`config.mk`:
```
export PLATFORM = sky130hd
export DESIGN_NAME = table_entry_fetcher_flat
export DESIGN_NICKNAME = d
export VERILOG_FILES = /design/src/rtl/table_entry_fetcher_if.sv /design/src/rtl/table_entry_fetcher.sv /design/src/flat_wrapper.sv
export SDC_FILE = /design/constraint.sdc
export NUM_CORES = 1
export LEC_CHECK = 0
export CORE_AREA = 2 2 309 311
export DETAILED_ROUTE_END_ITERATION = 7
export DIE_AREA = 0 0 311 313
export PLACE_DENSITY_LB_ADDON = 0.2
export SETUP_SLACK_MARGIN = 0.4
export SYNTH_ARGS = -nofsm -noshare
export SYNTH_HDL_FRONTEND = slang
export SYNTH_SLANG_ARGS = --single-unit
```
`constraint.sdc`:
```
create_clock -name clock_i -period 18 [get_ports clock_i]
set_clock_uncertainty 0.05 [all_clocks]
set_input_delay 3.6 -clock clock_i [delete_from_list [all_inputs] [get_ports clock_i]]
set_output_delay 3.6 -clock clock_i [all_outputs]
set_load 0.05 [all_outputs]
```
`src/rtl/table_entry_fetcher_if.sv`:
```
// rtl/table_entry_fetcher_if.sv - request/entry stream bundle and 8-lane DRAM user port
// BUFFER_ENTRY is carried as {valid, entry[127:0]} in out_entry.
interface table_entry_fetcher_if #(parameter int CNT_W = 8);
  logic             req_valid;
  logic             req_ready;
  logic [63:0]      req_addr;
  logic [CNT_W-1:0] req_count;
  logic             out_valid;
  logic             out_ready;
  logic [128:0]     out_entry;
  logic             done;

  modport master (
    output req_valid, req_addr, req_count, out_ready,
    input  req_ready, out_valid, out_entry, done
  );
  modport slave (
    input  req_valid, req_addr, req_count, out_ready,
    output req_ready, out_valid, out_entry, done
  );
endinterface

interface dram_port_if;
  logic [7:0]       en;
  logic             rdwr;
  logic [7:0][63:0] addr;
  logic [7:0][7:0]  data;
  logic [7:0]       valid;

  modport user (output en, rdwr, addr, input data, valid);
  modport mem  (input en, rdwr, addr, output data, valid);
endinterface

```
`src/rtl/table_entry_fetcher.sv`:
```
// rtl/table_entry_fetcher.sv - reads a run of 16-byte table entries over the 8-lane DRAM port
// Each entry takes two 8-byte beats; lanes may return out of order and are merged via got_q.
module table_entry_fetcher #(
  parameter int CNT_W = 8
) (
  input  logic                 clock_i,
  input  logic                 reset_i,
  table_entry_fetcher_if.slave fetch,
  dram_port_if.user            dram
);

  typedef enum logic [2:0] {IDLE, RD_LO, RD_HI, OUT, DONE} state_t;

  state_t           state_q;
  logic             req_ready_q;
  logic             out_valid_q;
  logic             done_q;
  logic             en_q;
  logic [63:0]      lane_base_q;
  logic [63:0]      cur_addr_q;
  logic [CNT_W-1:0] remaining_q;
  logic [7:0]       got_q;
  logic [127:0]     entry_q;

  logic [63:0]      aligned_addr_d;
  logic [63:0]      next_addr_d;
  logic [7:0]       cap_d;
  logic             beat_done_d;

  assign aligned_addr_d = fetch.req_addr & ~64'hF;
  assign next_addr_d    = cur_addr_q + 64'd16;
  assign cap_d          = dram.valid & ~got_q;
  assign beat_done_d    = ((got_q | dram.valid) == 8'hFF);

  assign fetch.req_ready = req_ready_q;
  assign fetch.out_valid = out_valid_q;
  assign fetch.out_entry = {out_valid_q, entry_q};
  assign fetch.done      = done_q;

  assign dram.en   = {8{en_q}};
  assign dram.rdwr = 1'b0;

  always_comb begin
    dram.addr = '0;
    for (int i = 0; i < 8; i++) begin
      if (en_q) dram.addr[i] = lane_base_q + 64'(i);
    end
  end

  always_ff @(posedge clock_i or posedge reset_i) begin
    if (reset_i) begin
      state_q     <= IDLE;
      req_ready_q <= 1'b1;
      out_valid_q <= 1'b0;
      done_q      <= 1'b0;
      en_q        <= 1'b0;
      lane_base_q <= '0;
      cur_addr_q  <= '0;
      remaining_q <= '0;
      got_q       <= '0;
      entry_q     <= '0;
    end else begin
      done_q <= 1'b0;
      case (state_q)
        IDLE: begin
          if (fetch.req_valid) begin
            cur_addr_q  <= aligned_addr_d;
            remaining_q <= fetch.req_count;
            got_q       <= '0;
            req_ready_q <= 1'b0;
            if (fetch.req_count != '0) begin
              state_q     <= RD_LO;
              en_q        <= 1'b1;
              lane_base_q <= aligned_addr_d;
            end else begin
              state_q <= DONE;
              done_q  <= 1'b1;
            end
          end
        end
        RD_LO, RD_HI: begin
          // Only first arrival per lane is kept; repeats on captured lanes are dropped.
          for (int i = 0; i < 8; i++) begin
            if (cap_d[i]) begin
              if (state_q == RD_LO) entry_q[8*i +: 8] <= dram.data[i];
              else                  entry_q[64 + 8*i +: 8] <= dram.data[i];
            end
          end
          if (beat_done_d) begin
            got_q <= '0;
            if (state_q == RD_LO) begin
              state_q     <= RD_HI;
              lane_base_q <= cur_addr_q + 64'd8;
            end else begin
              state_q     <= OUT;
              en_q        <= 1'b0;
              lane_base_q <= '0;
              out_valid_q <= 1'b1;
            end
          end else begin
            got_q <= got_q | dram.valid;
          end
        end
        OUT: begin
          if (fetch.out_ready) begin
            out_valid_q <= 1'b0;
            if (remaining_q == CNT_W'(1)) begin
              state_q <= DONE;
              done_q  <= 1'b1;
            end else begin
              state_q     <= RD_LO;
              cur_addr_q  <= next_addr_d;
              remaining_q <= remaining_q - CNT_W'(1);
              got_q       <= '0;
              en_q        <= 1'b1;
              lane_base_q <= next_addr_d;
            end
          end
        end
        DONE: begin
          state_q     <= IDLE;
          req_ready_q <= 1'b1;
        end
        default: state_q <= IDLE;
      endcase
    end
  end

endmodule

```
`src/flat_wrapper.sv`:
```
// flat-port wrapper written by rule: the top's interface ports become plain ports
module table_entry_fetcher_flat 
#(
  parameter int CNT_W = 8
)
  (clock_i, reset_i, fetch_req_valid, fetch_req_addr, fetch_req_count, fetch_out_ready, fetch_req_ready, fetch_out_valid, fetch_out_entry, fetch_done, dram_en, dram_rdwr, dram_addr, dram_data, dram_valid);
  table_entry_fetcher_if #(.CNT_W(CNT_W)) fetch_i ();
  dram_port_if dram_i ();
  input  logic clock_i;
  input  logic reset_i;
  input wire logic [$bits(fetch_i.req_valid)-1:0] fetch_req_valid;
  input wire logic [$bits(fetch_i.req_addr)-1:0] fetch_req_addr;
  input wire logic [$bits(fetch_i.req_count)-1:0] fetch_req_count;
  input wire logic [$bits(fetch_i.out_ready)-1:0] fetch_out_ready;
  output wire logic [$bits(fetch_i.req_ready)-1:0] fetch_req_ready;
  output wire logic [$bits(fetch_i.out_valid)-1:0] fetch_out_valid;
  output wire logic [$bits(fetch_i.out_entry)-1:0] fetch_out_entry;
  output wire logic [$bits(fetch_i.done)-1:0] fetch_done;
  output wire logic [$bits(dram_i.en)-1:0] dram_en;
  output wire logic [$bits(dram_i.rdwr)-1:0] dram_rdwr;
  output wire logic [$bits(dram_i.addr)-1:0] dram_addr;
  input wire logic [$bits(dram_i.data)-1:0] dram_data;
  input wire logic [$bits(dram_i.valid)-1:0] dram_valid;
  assign fetch_i.req_valid = fetch_req_valid;
  assign fetch_i.req_addr = fetch_req_addr;
  assign fetch_i.req_count = fetch_req_count;
  assign fetch_i.out_ready = fetch_out_ready;
  assign fetch_req_ready = fetch_i.req_ready;
  assign fetch_out_valid = fetch_i.out_valid;
  assign fetch_out_entry = fetch_i.out_entry;
  assign fetch_done = fetch_i.done;
  assign dram_en = dram_i.en;
  assign dram_rdwr = dram_i.rdwr;
  assign dram_addr = dram_i.addr;
  assign dram_i.data = dram_data;
  assign dram_i.valid = dram_valid;
  table_entry_fetcher #(.CNT_W(CNT_W)) u_core (.clock_i(clock_i), .reset_i(reset_i), .fetch(fetch_i), .dram(dram_i));
endmodule
```
Yosys cells after proc, flatten, opt, wreduce, memory -nomap -nowiden
Index checks and enable logic that the tools add are counted.
{ "totals": {"regBits": 279, "word_cells": 132, "out_inout_bits": 653} }
{ "classes": {"reduce_logical": 30, "add_sub_neg": 10, "eq_ne": 12, "muxes": 51, "n_bitwise": 4} }
{ "op_table": {"columns": ["cell", "n"], "rows": [
  ["$mux 64", 15],
  ["$add 64x3->64 const B", 4],
  ["$pmux 64 s3", 1],
  ["$add 64x2->64 const B", 2],
  ["$pmux 64 s2", 1],
  ["$add 64x1->64 const B", 1],
  ["$add 64x4->64 const B", 1],
  ["$add 64x5->64 const B", 1],
  ["$mux 8", 7],
  ["$reduce_and 3->1", 17],
  ["$pmux 8 s3", 1],
  ["$pmux 8 s2", 1],
  ["$mux 1", 15],
  ["$mux 3", 5],
  ["$reduce_and 4->1", 3],
  ["$pmux 3 s3", 1],
  ["$and 8x8->8", 1],
  ["$eq 8x1->1 const B", 1],
  ["$eq 8x8->1 const B", 1],
  ["$ne 2x2->1 const B", 4],
  ["$not 8->8", 1],
  ["$or 8x8->8", 1],
  ["$reduce_bool 8->1", 1],
  ["$sub 8x1->8 const B", 1],
  ["other kinds (14)", 20]
]} }

Depth between registers and ports, before layout
Gate-level depths: netlist (run 1).
{ "depth": {"word_depth": 4, "mapped_depth": 11} }

Worst setup path after synthesis (run 1)
OpenSTA, ideal clock, no wires.
{ "synth_timing": {"path_type": "flip-flop to output port", "start": "register u_core.lane_base_q[3]", "end": "output port dram_addr[364]", "t_arrival_ps": 3809, "path_stages_with_launch": 8, "path_slack_ps": 10541, "required_time_ps": 14350, "path_cell_list": "dfrtp_1 > ha_1 > nand3_1 > nor4_1 > nand4b_1 > or3_1 > a21boi_0 > buf_4"} }
{ "synth_between": {"elab_chain_len": 2} }
{ "synth_rtl": {"columns": ["item", "line_no", "text"], "rows": [
  ["from (decl)", "table_entry_fetcher.sv:19", "logic [63:0] lane_base_q;"],
  ["from (signal assigned)", "table_entry_fetcher.sv:74", "lane_base_q <= aligned_addr_d;"],
  ["from (signal assigned)", "table_entry_fetcher.sv:93", "lane_base_q <= cur_addr_q + 64'd8;"],
  ["from (signal assigned)", "table_entry_fetcher.sv:116", "lane_base_q <= next_addr_d;"],
  ["$add 64x3->64", "table_entry_fetcher.sv:46", "if (en_q) dram.addr[i] = lane_base_q + 64'(i);"],
  ["$mux 64", "table_entry_fetcher.sv:46", null],
  ["to (decl)", "flat_wrapper.sv:21", "output wire logic [$bits(dram_i.addr)-1:0] dram_addr;"]
]} }
No other way between the ends.

Worst setup path in the final report (run 1)
{ "layout_timing": {"start": "register u_core.lane_base_q[3]", "end": "output port dram_addr[122]"} }
{ "layout_between": {"elab_chain_len": 2} }
{ "layout_rtl": {"columns": ["item", "line_no"], "rows": [
  ["$add 64x1->64", "table_entry_fetcher.sv:46"],
  ["$mux 64", "table_entry_fetcher.sv:46"]
]} }
No other way between the ends.

==> results of run 1 <==
==> worst paths after layout <==
check / startpoint / endpoint / slack [ns] / depth (start not counted)
min reg2reg: u_core.entry_q[123] / u_core.entry_q[123] / 0.45 / 1
min: u_core.entry_q[123] / u_core.entry_q[123] / 0.45 / 1
min in group asynchronous: reset_i / u_core.entry_q[67] / 3.49 / 2
max in group asynchronous: reset_i / u_core.entry_q[29] / 12.20 / 4
max: u_core.lane_base_q[3] / dram_addr[122] / 9.23 / 7
max reg2reg: u_core.state_q[1] / u_core.lane_base_q[52] / 14.12 / 9
==> cell type report <==
type / instances / area [µm²]
fillers: 10100 / 65900
multi-input cells: 1617 / 10400
repair buffers: 823 / 8160
flip-flops and latches: 273 / 6840
well taps: 1265 / 1580
clock buffers: 50 / 1020
clock inverters: 11 / 113
inverters: 24 / 97.6
diodes: 3 / 7.51
==> metal layers <==
layer	vias up	wire, µm	track usage
li1	8954	-	-
met3	137	7440	0.0509
met2	853	51400	0.360
met4	30	2850	0.0551
met5	-	195	0
met1	9582	39100	0.230
==> per-stage QoR <==
step | util | instances | instance area (µm²) | worst slack (ns) | hold slack (ns)
2_1_floorplan | - | 2409 | 20400 | 6.83 | 0.408
3_3_place_gp | 0.288 | 4002 | 27100 | 9.73 | 0.436
3_5_place_dp | 0.288 | 4002 | 27100 | 9.70 | 0.443
4_1_cts | 0.300 | 4063 | 28200 | 9.12 | 0.454
5_1_grt | 0.300 | 4065 | 28200 | 9.02 | 0.464
6_report | 0.300 | 4066 | 28200 | 9.23 | 0.451
==> state kept, by name, indices dropped and copies added, names as in the netlist <==
name / flops
u_core.fetch.out_valid: 1
u_core.state_q: 3
u_core.lane_base_q: 62
u_core.remaining_q: 8
u_core.cur_addr_q: 60
u_core.fetch.req_ready: 1
u_core.en_q: 1
u_core.fetch.done: 1
u_core.got_q: 8
u_core.entry_q: 128
==> cell usage after synthesis (21+ instances only) <==
library cell,count,area share
and4_1,21,0.0090
nand3_1,90,0.022
and2_1,160,0.049
o21ai_0,133,0.033
o22ai_1,29,0.0089
and3_1,28,0.0086
a31oi_1,25,0.0077
dfrtp_1,272,0.33
nor2b_1,31,0.0095
nand2_1,208,0.038
mux2_2,155,0.086
nand4_1,51,0.016
a21oi_1,131,0.032
xor2_1,37,0.016
clkbuf_1,123,0.023
xnor2_1,42,0.018
nor4_1,37,0.011
buf_4,329,0.12
nor2_1,132,0.024
inv_1,22,0.0041
nor3_1,46,0.011
buf_2,26,0.0064
==> kinds of logic (layout without fill, tap and decap cells) <==
family	after synthesis	after routing	synth area share
muxes	167	167	0.0915
and+or+nand+nor	872	872	0.226
adders and majority gates	6	6	0.00368
other	1	9	0.000184
xor gates and xnor gates	79	79	0.0339
buffers and inverters	519	908	0.158
DFF	273	273	0.335
AOI/OAI and AO/OA	487	487	0.152
==> critical path, cell delays in order, from the launching register on <==
cell	delay (ns)
dfrtp_1	0.55
ha_1	0.27
nand3_1	0.19
or4_1	0.66
nor2_1	0.61
nand3_1	0.29
o31ai_1	1.02
clkdlybuf4s50_1	0.99
==> run summary, run 1 <==
The tools report the detailed placement HPWL as 78000 µm. Of all nets on the critical path, the largest fanout is 9. In this run the remaining antenna-violating nets after routing total 0.

The tools report the cell at the root of the clock tree as clkbuf_16. In this run the standard cell core region covers 94200 µm². The tools report the data required time at the worst endpoint as 14.35 ns.

The tools report the number of failing hold endpoints at the final stage as 0. The logs give 2929 for the final net count and 0 for the number of warnings printed during yosys synthesis. The number of flip-flops and latches in the synthesized netlist was 273. Summing every instance area after synthesis gives 20400 µm².

Across the run, the number of max-cap violations was 0. The routed layout has 19600 vias. After synthesis, the mean cell area works out to 8.48 µm².

For this run, the leading register cell type out of synthesis is dfrtp_1. For the pin with the worst max-slew slack, the measured transition is 1.17 ns. The total global routing overflow is 0. The share of flip-flops with an asynchronous set or reset was 1.00; the horizontal die dimension was 311 µm.

The die span in y was 313 µm; the detail-routed net length per standard cell was 24.8 µm. Timing would allow up to 114 MHz. The share of layout cells above drive strength 1 came out at 0.0986. Post-route setup TNS: 0 ns.

The tools report the number of antenna violations at the first check in global routing as 24. The ratio of routed vias to standard cells came out at 4.81. The worst path in the final design needs a cycle of 8.77 ns, including I/O delays and setup. For the number of clock sinks, the log shows 273.

In this run, post-CTS repair resized a total of 0 instances. The number of different library cells used by synthesis comes to 77. The run finished with clean final reports.

Setup repair after global routing left no endpoint under its margin. The pin count of the biggest net entering global routing is 100, and the maximum root-to-sink buffer count is 3. After detailed routing, the number of remaining DRC violations is 0. The share of the cycle needed by the critical path after routing was 0.487. The critical path capture point type is an output port.

Counting flops with a built-in enable in the synthesized netlist gives 0. Register area share after synthesis: 0.335. The most common library cell in the layout ignoring fill and taps was clkdlybuf4s50_1. The layout-stage area growth over the synthesis result came out at 38.4%. The first TritonRoute pass finished after 6 iterations.

The I/O pin total is 801. The cell count after synthesis came out at 2404. At the end of routability-driven placement, the weighted congestion stood at 0.865. The clock input transition at the sequential cells of the worst setup and hold paths was 0.05 ns; the floorplan die area was 97300 µm².

Setup violations remaining at the end of the flow were counted as 0. In this run the worst hold path is classified as reg2reg. The initialized floorplan defines 113 standard-cell rows. The critical setup path kind is reg2out. For the count of routing violations after the opening detailed-route iteration, the log shows 1244. For the total clock buffers created by CTS, the log shows 36. For this block, the routed nets add up to 101000 µm of wire.

The starting utilization of the core area came out at 0.217. For this design, the CTS-stage hold fixing added 0 buffers. The top cell types in the final layout, fill and taps aside, are 790 x clkdlybuf4s50_1, 270 x dfrtp_1, 208 x nand2_1. The count of final max-slew check failures was 0. The first global-routing pass estimated 144000 µm of wire. Aggregate global-route resource usage: 0.199.

The number of setup buffers added after CTS is 0. The signal arrival time at the worst endpoint was 5.12 ns. TritonCTS built the clock tree. For the count of H-tree levels built during CTS, the log shows 2.

The quantity of I/O buffers inserted on ports was 790. For the clock latency on the worst-skew pair, the log shows 0.54 ns. For the via count of the first global-routing pass, the log shows 19000. The nature of the critical path startpoint is a register. The headroom to the max-slew limit came out at 0.215.
Power of run 1 is not shown: default switching activity piles up to over one toggle a cycle in this logic, so the estimate is an artifact.
==> run 2, diff against run 1 <==
clock period = 7.3 ns   (was 18 ns; I/O delays follow)
==> run summary, run 2 (synthesis results as in run 1) <==
The I/O pin total was 801 (unchanged); the number of clock sinks was 273 (unchanged). The count of H-tree levels built during CTS came out at 2 (unchanged). The ratio of routed vias to standard cells was 4.77 (-0.74%). Setup repair after global routing left no endpoint under its margin. Critical setup path kind: reg2out. The critical-path maximum fanout came out at 8 (-1).

The worst setup path is captured at an output port. The flip-flop count of the largest register, all copies and words added was 128 (unchanged); the detail-routed net length per standard cell was 24.8 µm (-0.21%). The run gives 78200 µm (+0.23%) as the detailed placement HPWL. The tools report the vias after detailed routing as 19500 (-0.45%). The layout-stage area growth over the synthesis result is 39.0%, and the total global routing overflow is 0 (unchanged). Clock input transition at the sequential cells of the worst setup and hold paths: 0.06 ns (about the same). The die span in y is 313 µm (unchanged), and the total of endpoints with negative setup slack in the final report is 0 (unchanged).

The number of optimization iterations in the first detailed-route pass was 6 (unchanged). The run gives 0 (unchanged) as the residual DRC count. The cell at the root of the clock tree was clkbuf_16. Count of routing violations after the opening detailed-route iteration: 1367 (+9.9%).

For the number of placement rows, the log shows 113 (unchanged). TritonCTS built the clock tree. The placeable core region was 94200 µm² (unchanged); the max-capacitance violation count was 0 (unchanged).

In this run the critical register-to-register path is launched from u_core.state_q[2]. The count of nets left with antenna violations after detail routing was 0 (unchanged). Count of final max-slew check failures: 0 (unchanged). The flow ran to the end, and the final reports show no timing, DRC or antenna violations. The min-delay analysis places its worst path in the category reg2reg.

The first-pass GRT wire length was 143000 µm (-0.49%). The worst setup path is launched from a register. For the number of setup buffers added after CTS, the log shows 0 (unchanged). Leaving out fill and tap cells, the most frequent cell in the layout is clkdlybuf4s50_1. The horizontal die dimension is 311 µm (unchanged).

The run gives 37 (+2.8%) as the total clock buffers created by CTS. The signal arrival time at the worst endpoint is 4.91 ns (-0.21 ns), and the clock latency on the worst-skew pair is 0.54 ns (about the same). In the layout the commonest cells are 790 x clkdlybuf4s50_1, 270 x dfrtp_1, 208 x nand2_1. Number of gates resized after CTS: 0 (unchanged). The post-route setup TNS came out at 0 ns (unchanged). The slew at the pin closest to its max-slew limit was 1.11 ns (-0.0519 ns). The final net count came out at 2938 (+0.31%).

The share of layout cells above drive strength 1 came out at 0.102 (+0.00321). The storage element area is 6840 µm² (unchanged). Ranked by flip-flop count, first place goes to u_core.entry_q. The aggregate global-route resource usage was 0.198 (-0.000307). Headroom to the max-slew limit: 0.250 (+0.0346). The number of antenna violations at the first check in global routing is 24 (unchanged), and the routability congestion estimate from global placement is 0.865 (about the same). In the final layout, the registers with the most flip-flops are u_core.entry_q: 128 flops, u_core.lane_base_q: 62 flops, u_core.cur_addr_q: 60 flops. The run gives 0 (unchanged) as the number of failing hold endpoints at the final stage. The data required time at the worst endpoint was 5.79 ns (-8.56 ns).

The tools report the startpoint of the most critical setup path as u_core.lane_base_q[26]. The pin count of the biggest net entering global routing came out at 138 (+38%). Startpoint of the lowest-slack hold path: u_core.entry_q[83]. The maximum root-to-sink buffer count was 3 (unchanged). The share of the cycle needed by the critical path after routing was 0.880; the area occupied by multi-input gates was 10400 µm² (-0.12%). The minimum clock period is 6.42 ns, and the floorplan die area is 97300 µm² (unchanged). The via count of the first global-routing pass was 18900 (-0.94%); the overall routed net length was 101000 µm (about the same). Static timing analysis puts the maximum clock frequency at 156 MHz. The count of fill cells added during filler insertion is 10000 (-0.36%). The quantity of I/O buffers inserted on ports came out at 790 (unchanged).

The hold buffer count at CTS is 0 (unchanged), and the starting utilization of the core area is 0.217 (unchanged).
-- run 2: changes by cell type in the layout (fill, tap and decap cells not counted), sizes merged --
cell / before / now
buf: 33 / 41
clkinvlp: 0 / 2
clkinv: 8 / 7
bufinv: 2 / 1
diode: 3 / 5
clkbuf: 50 / 52
-- run 2: final timing paths --
| kind | slack (ns) | end | depth (start not counted) |
|---|---|---|---|
| setup / recovery | 0.88 | dram_addr[419] | 7 |
| hold / removal | 0.45 | u_core.entry_q[83] | 1 |
| setup reg to reg | 3.35 | u_core.lane_base_q[4] | 9 |
| hold reg to reg | 0.45 | u_core.entry_q[83] | 1 |
| max in group asynchronous | 4.94 | u_core.en_q | 3 |
| min in group asynchronous | 1.42 | u_core.entry_q[2] | 3 |
-- run 2: area by class of cell --
class / count / share of cell area
antenna: 5 / 0.000442
clock buffer: 52 / 0.0378
clock inverter: 11 / 0.00331
inverter: 24 / 0.00331
multi-input combinational: 1617 / 0.367
sequential: 273 / 0.241
tap: 1265 / 0.0559
timing repair buffer: 831 / 0.291
-- run 2: routing by layer --
layer	routed length, µm	part of all wire	track usage
met4	3800	0.038	0.0776
met3	7300	0.072	0.0509
met5	187	0.0019	0
met2	50600	0.50	0.349
met1	39200	0.39	0.230
-- run 2: worst max-delay path, stage by stage, from the launching register on --
cell	delay, ns
dfrtp_1	0.60
and3_1	0.33
nand4_1	0.46
nor4_2	1.02
nand4_1	0.20
xor2_1	0.18
nor2b_1	0.62
clkdlybuf4s50_1	0.94
-- run 2: metrics by stage --
stage / util / worst slack, ns / instance area, µm² / instances / hold WS, ns
2_1_floorplan: - / 1.98 / 20400 / 2409 / 0.408
3_3_place_gp: 0.288 / 1.54 / 27200 / 4010 / 0.436
3_5_place_dp: 0.288 / 1.50 / 27200 / 4010 / 0.442
4_1_cts: 0.301 / 0.914 / 28300 / 4073 / 0.455
5_1_grt: 0.301 / 0.717 / 28300 / 4077 / 0.460
6_report: 0.301 / 0.877 / 28300 / 4078 / 0.453
Power of run 2 is left out for the same reason.
==> run 3, diff against run 2 <==
--- a/config.mk
+++ b/config.mk
@@ -7,4 +7,5 @@
 export LEC_CHECK = 0
 export CORE_AREA = 2 2 309 311
+export CTS_CLUSTER_SIZE = 30
 export DETAILED_ROUTE_END_ITERATION = 7
 export DIE_AREA = 0 0 311 313
--- a/constraint.sdc
+++ b/constraint.sdc
@@ -3,3 +3,3 @@
 set_input_delay 1.46 -clock clock_i [delete_from_list [all_inputs] [get_ports clock_i]]
 set_output_delay 1.46 -clock clock_i [all_outputs]
-set_load 0.05 [all_outputs]
+set_load 0.01 [all_outputs]
==> run summary, run 3 (synthesis results as in run 1) <==
The depth of the most critical reg-to-reg path works out to 9 (unchanged). The post-placement worst setup slack is 1.72 ns (+0.226 ns), and the layout-stage area growth over the synthesis result is 38.9% (about the same). The flip-flop count of the largest register, all copies and words added was 128 (unchanged). The cell area reported after detailed placement is 27100 µm² (about the same).

The number of instances on the worst hold path was 1 (unchanged); the area occupied by multi-input gates was 10400 µm² (about the same). The total of endpoints with negative setup slack in the final report came out at 0 (unchanged). TritonCTS built the clock tree. The aggregate global-route resource usage was 0.200 (+0.00127); the floorplan die area was 97300 µm² (unchanged).

The number of placement rows was 113 (unchanged). The logs give 4007 (-0.075%) for the total instance count after detailed placement and 28300 µm² (about the same) for the total non-filler cell area in the finished layout. For the final net count, the log shows 2934 (-0.14%).

The tools report the total global routing overflow as 0 (unchanged). Critical path capture point type: an output port. The worst-case IR drop observed on VDD is 0.268 mV. The run gives 78200 µm (about the same) as the detailed placement HPWL.

The critical-path maximum fanout is 8 (unchanged). The residual DRC count was 0 (unchanged); the upper clock frequency limit was 164 MHz (+5.3%). Number of antenna violations at the first check in global routing: 21 (-13%). For this design the ratio of total power to cell area is 558 nW/µm². More flip-flops sit in one register than any other, and that register is u_core.entry_q.

The clock input transition at the sequential cells of the worst setup and hold paths is 0.06 ns (about the same). The count of final max-slew check failures is 0 (unchanged). The placeable core region was 94200 µm² (unchanged).

The post-route setup TNS is 0 ns (unchanged), and the pin count of the biggest net entering global routing is 145 (+5.1%). Horizontal die dimension: 311 µm (unchanged). Number of failing hold endpoints at the final stage: 0 (unchanged). The vias after detailed routing was 19300 (-0.70%); the detail-routed net length per standard cell was 24.9 µm (+0.36%).

The path class of the tightest hold or removal check is reg2reg. The worst setup path is of the reg2out kind. The number of gates resized after CTS was 0 (unchanged); the count of fill cells added during filler insertion was 10100 (+0.020%). In this run the static leakage power is 10.6 nW. The logs give 0.848 (-2.0%) for the routability congestion estimate from global placement and 0 (unchanged) for the number of setup buffers added after CTS. The I/O pin total is 801 (unchanged). The run gives 2 (unchanged) as the count of H-tree levels built during CTS. For the max-capacitance violation count, the log shows 0 (unchanged).

The run gives 6840 µm² (unchanged) as the storage element area. The logs give 0 (unchanged) for the count of nets left with antenna violations after detail routing and 1163 (-15%) for the count of routing violations after the opening detailed-route iteration. The logs give 4073 (-0.12%) for the final cell count without fillers and 0.55 ns (about the same) for the clock latency on the worst-skew pair. The first-pass GRT wire length is 144000 µm (+0.42%), and the starting utilization of the core area is 0.217 (unchanged). The flow ran to the end, and the final reports show no timing, DRC or antenna violations.

Overall routed net length: 101000 µm (+0.23%). The headroom to the max-slew limit was 0.239 (-0.0107). The library cell used most frequently in the layout, excluding fill and tap cells, is clkdlybuf4s50_1. The library cells used most frequently in the layout, excluding fill and tap cells, are 790 x clkdlybuf4s50_1, 270 x dfrtp_1, 208 x nand2_1. Slew at the pin closest to its max-slew limit: 1.14 ns (+0.0218 ns). The run gives 4.59 ns (-0.32 ns) as the signal arrival time at the worst endpoint. The ratio of routed vias to standard cells works out to 4.75 (-0.58%). STA classifies the critical path startpoint as a register.

The die span in y works out to 313 µm (unchanged). The share of layout cells above drive strength 1 works out to 0.101 (-0.00132). Quantity of I/O buffers inserted on ports: 790 (unchanged). The minimum clock period was 6.10 ns (-0.322 ns); the via count of the first global-routing pass was 18700 (-0.95%). The logs give 3 (unchanged) for the maximum root-to-sink buffer count and 0 (unchanged) for the hold buffer count at CTS. Overall power consumption after layout is estimated at 0.0158 W.

The final critical-path setup slack was 1.20 ns (+0.322 ns). Number of clock sinks: 273 (unchanged). The tree is rooted in a clkbuf_16. The share of the cycle needed by the critical path after routing is 0.836 (-0.0441), and the number of optimization iterations in the first detailed-route pass is 6 (unchanged).

The tools report the data required time at the worst endpoint as 5.79 ns (about the same). Total clock buffers created by CTS: 36 (-2.7%). Setup repair after global routing left no endpoint under its margin. The largest registers in the layout are u_core.entry_q: 128 flops, u_core.lane_base_q: 62 flops, u_core.cur_addr_q: 60 flops.
[run 3: power breakdown]
part | internal, W | switching (W) | total [W]
Combinational | 0.00530 | 0.00531 | 0.0106
Sequential | 0.00229 | 0.00109 | 0.00338
Clock | 0.00108 | 0.000739 | 0.00182
Total | 0.00867 | 0.00714 | 0.0158
[run 3: final cells by class]
cell class	instances	area share
repair buffers	828	0.291
inverters	24	0.00331
flip-flops and latches	273	0.241
diodes	3	0.000265
clock inverters	10	0.00376
well taps	1265	0.0559
clock buffers	53	0.0376
multi-input cells	1617	0.367
[run 3: layer usage]
layer	GRT usage	up-vias	share of wire
met5	0	-	0.0014
met4	0.0666	22	0.035
met3	0.0486	141	0.070
met2	0.355	820	0.50
met1	0.234	9395	0.39
li1	-	8954	-
[run 3: metrics by stage]
| stage | utilization | hold slack (ns) |
|---|---|---|
| 2_1_floorplan | - | 0.408 |
| 3_3_place_gp | 0.288 | 0.436 |
| 3_5_place_dp | 0.288 | 0.441 |
| 4_1_cts | 0.301 | 0.454 |
| 5_1_grt | 0.301 | 0.461 |
| 6_report | 0.301 | 0.451 |
[run 3: worst max-delay path, cell delays in order (launching register included)]
cell and delay (ns):
dfrtp_1 0.62, and3_1 0.32, nand4_1 0.46, nor4_2 0.98, nand4_1 0.21, xor2_1 0.18, nor2b_1 0.60, clkdlybuf4s50_1 0.67
[run 3: path summary, 6_finish.rpt]
kind / end / slack [ns] / start
min in group asynchronous: u_core.entry_q[3] / 1.12 / reset_i
max in group asynchronous: u_core.en_q / 4.91 / reset_i
setup / recovery: dram_addr[483] / 1.20 / u_core.lane_base_q[26]
setup reg to reg: u_core.lane_base_q[62] / 3.43 / u_core.state_q[2]
hold / removal: u_core.entry_q[31] / 0.45 / u_core.entry_q[31]
hold reg to reg: u_core.entry_q[31] / 0.45 / u_core.entry_q[31]
No activity file was read; power rests on OpenSTA's default activity.
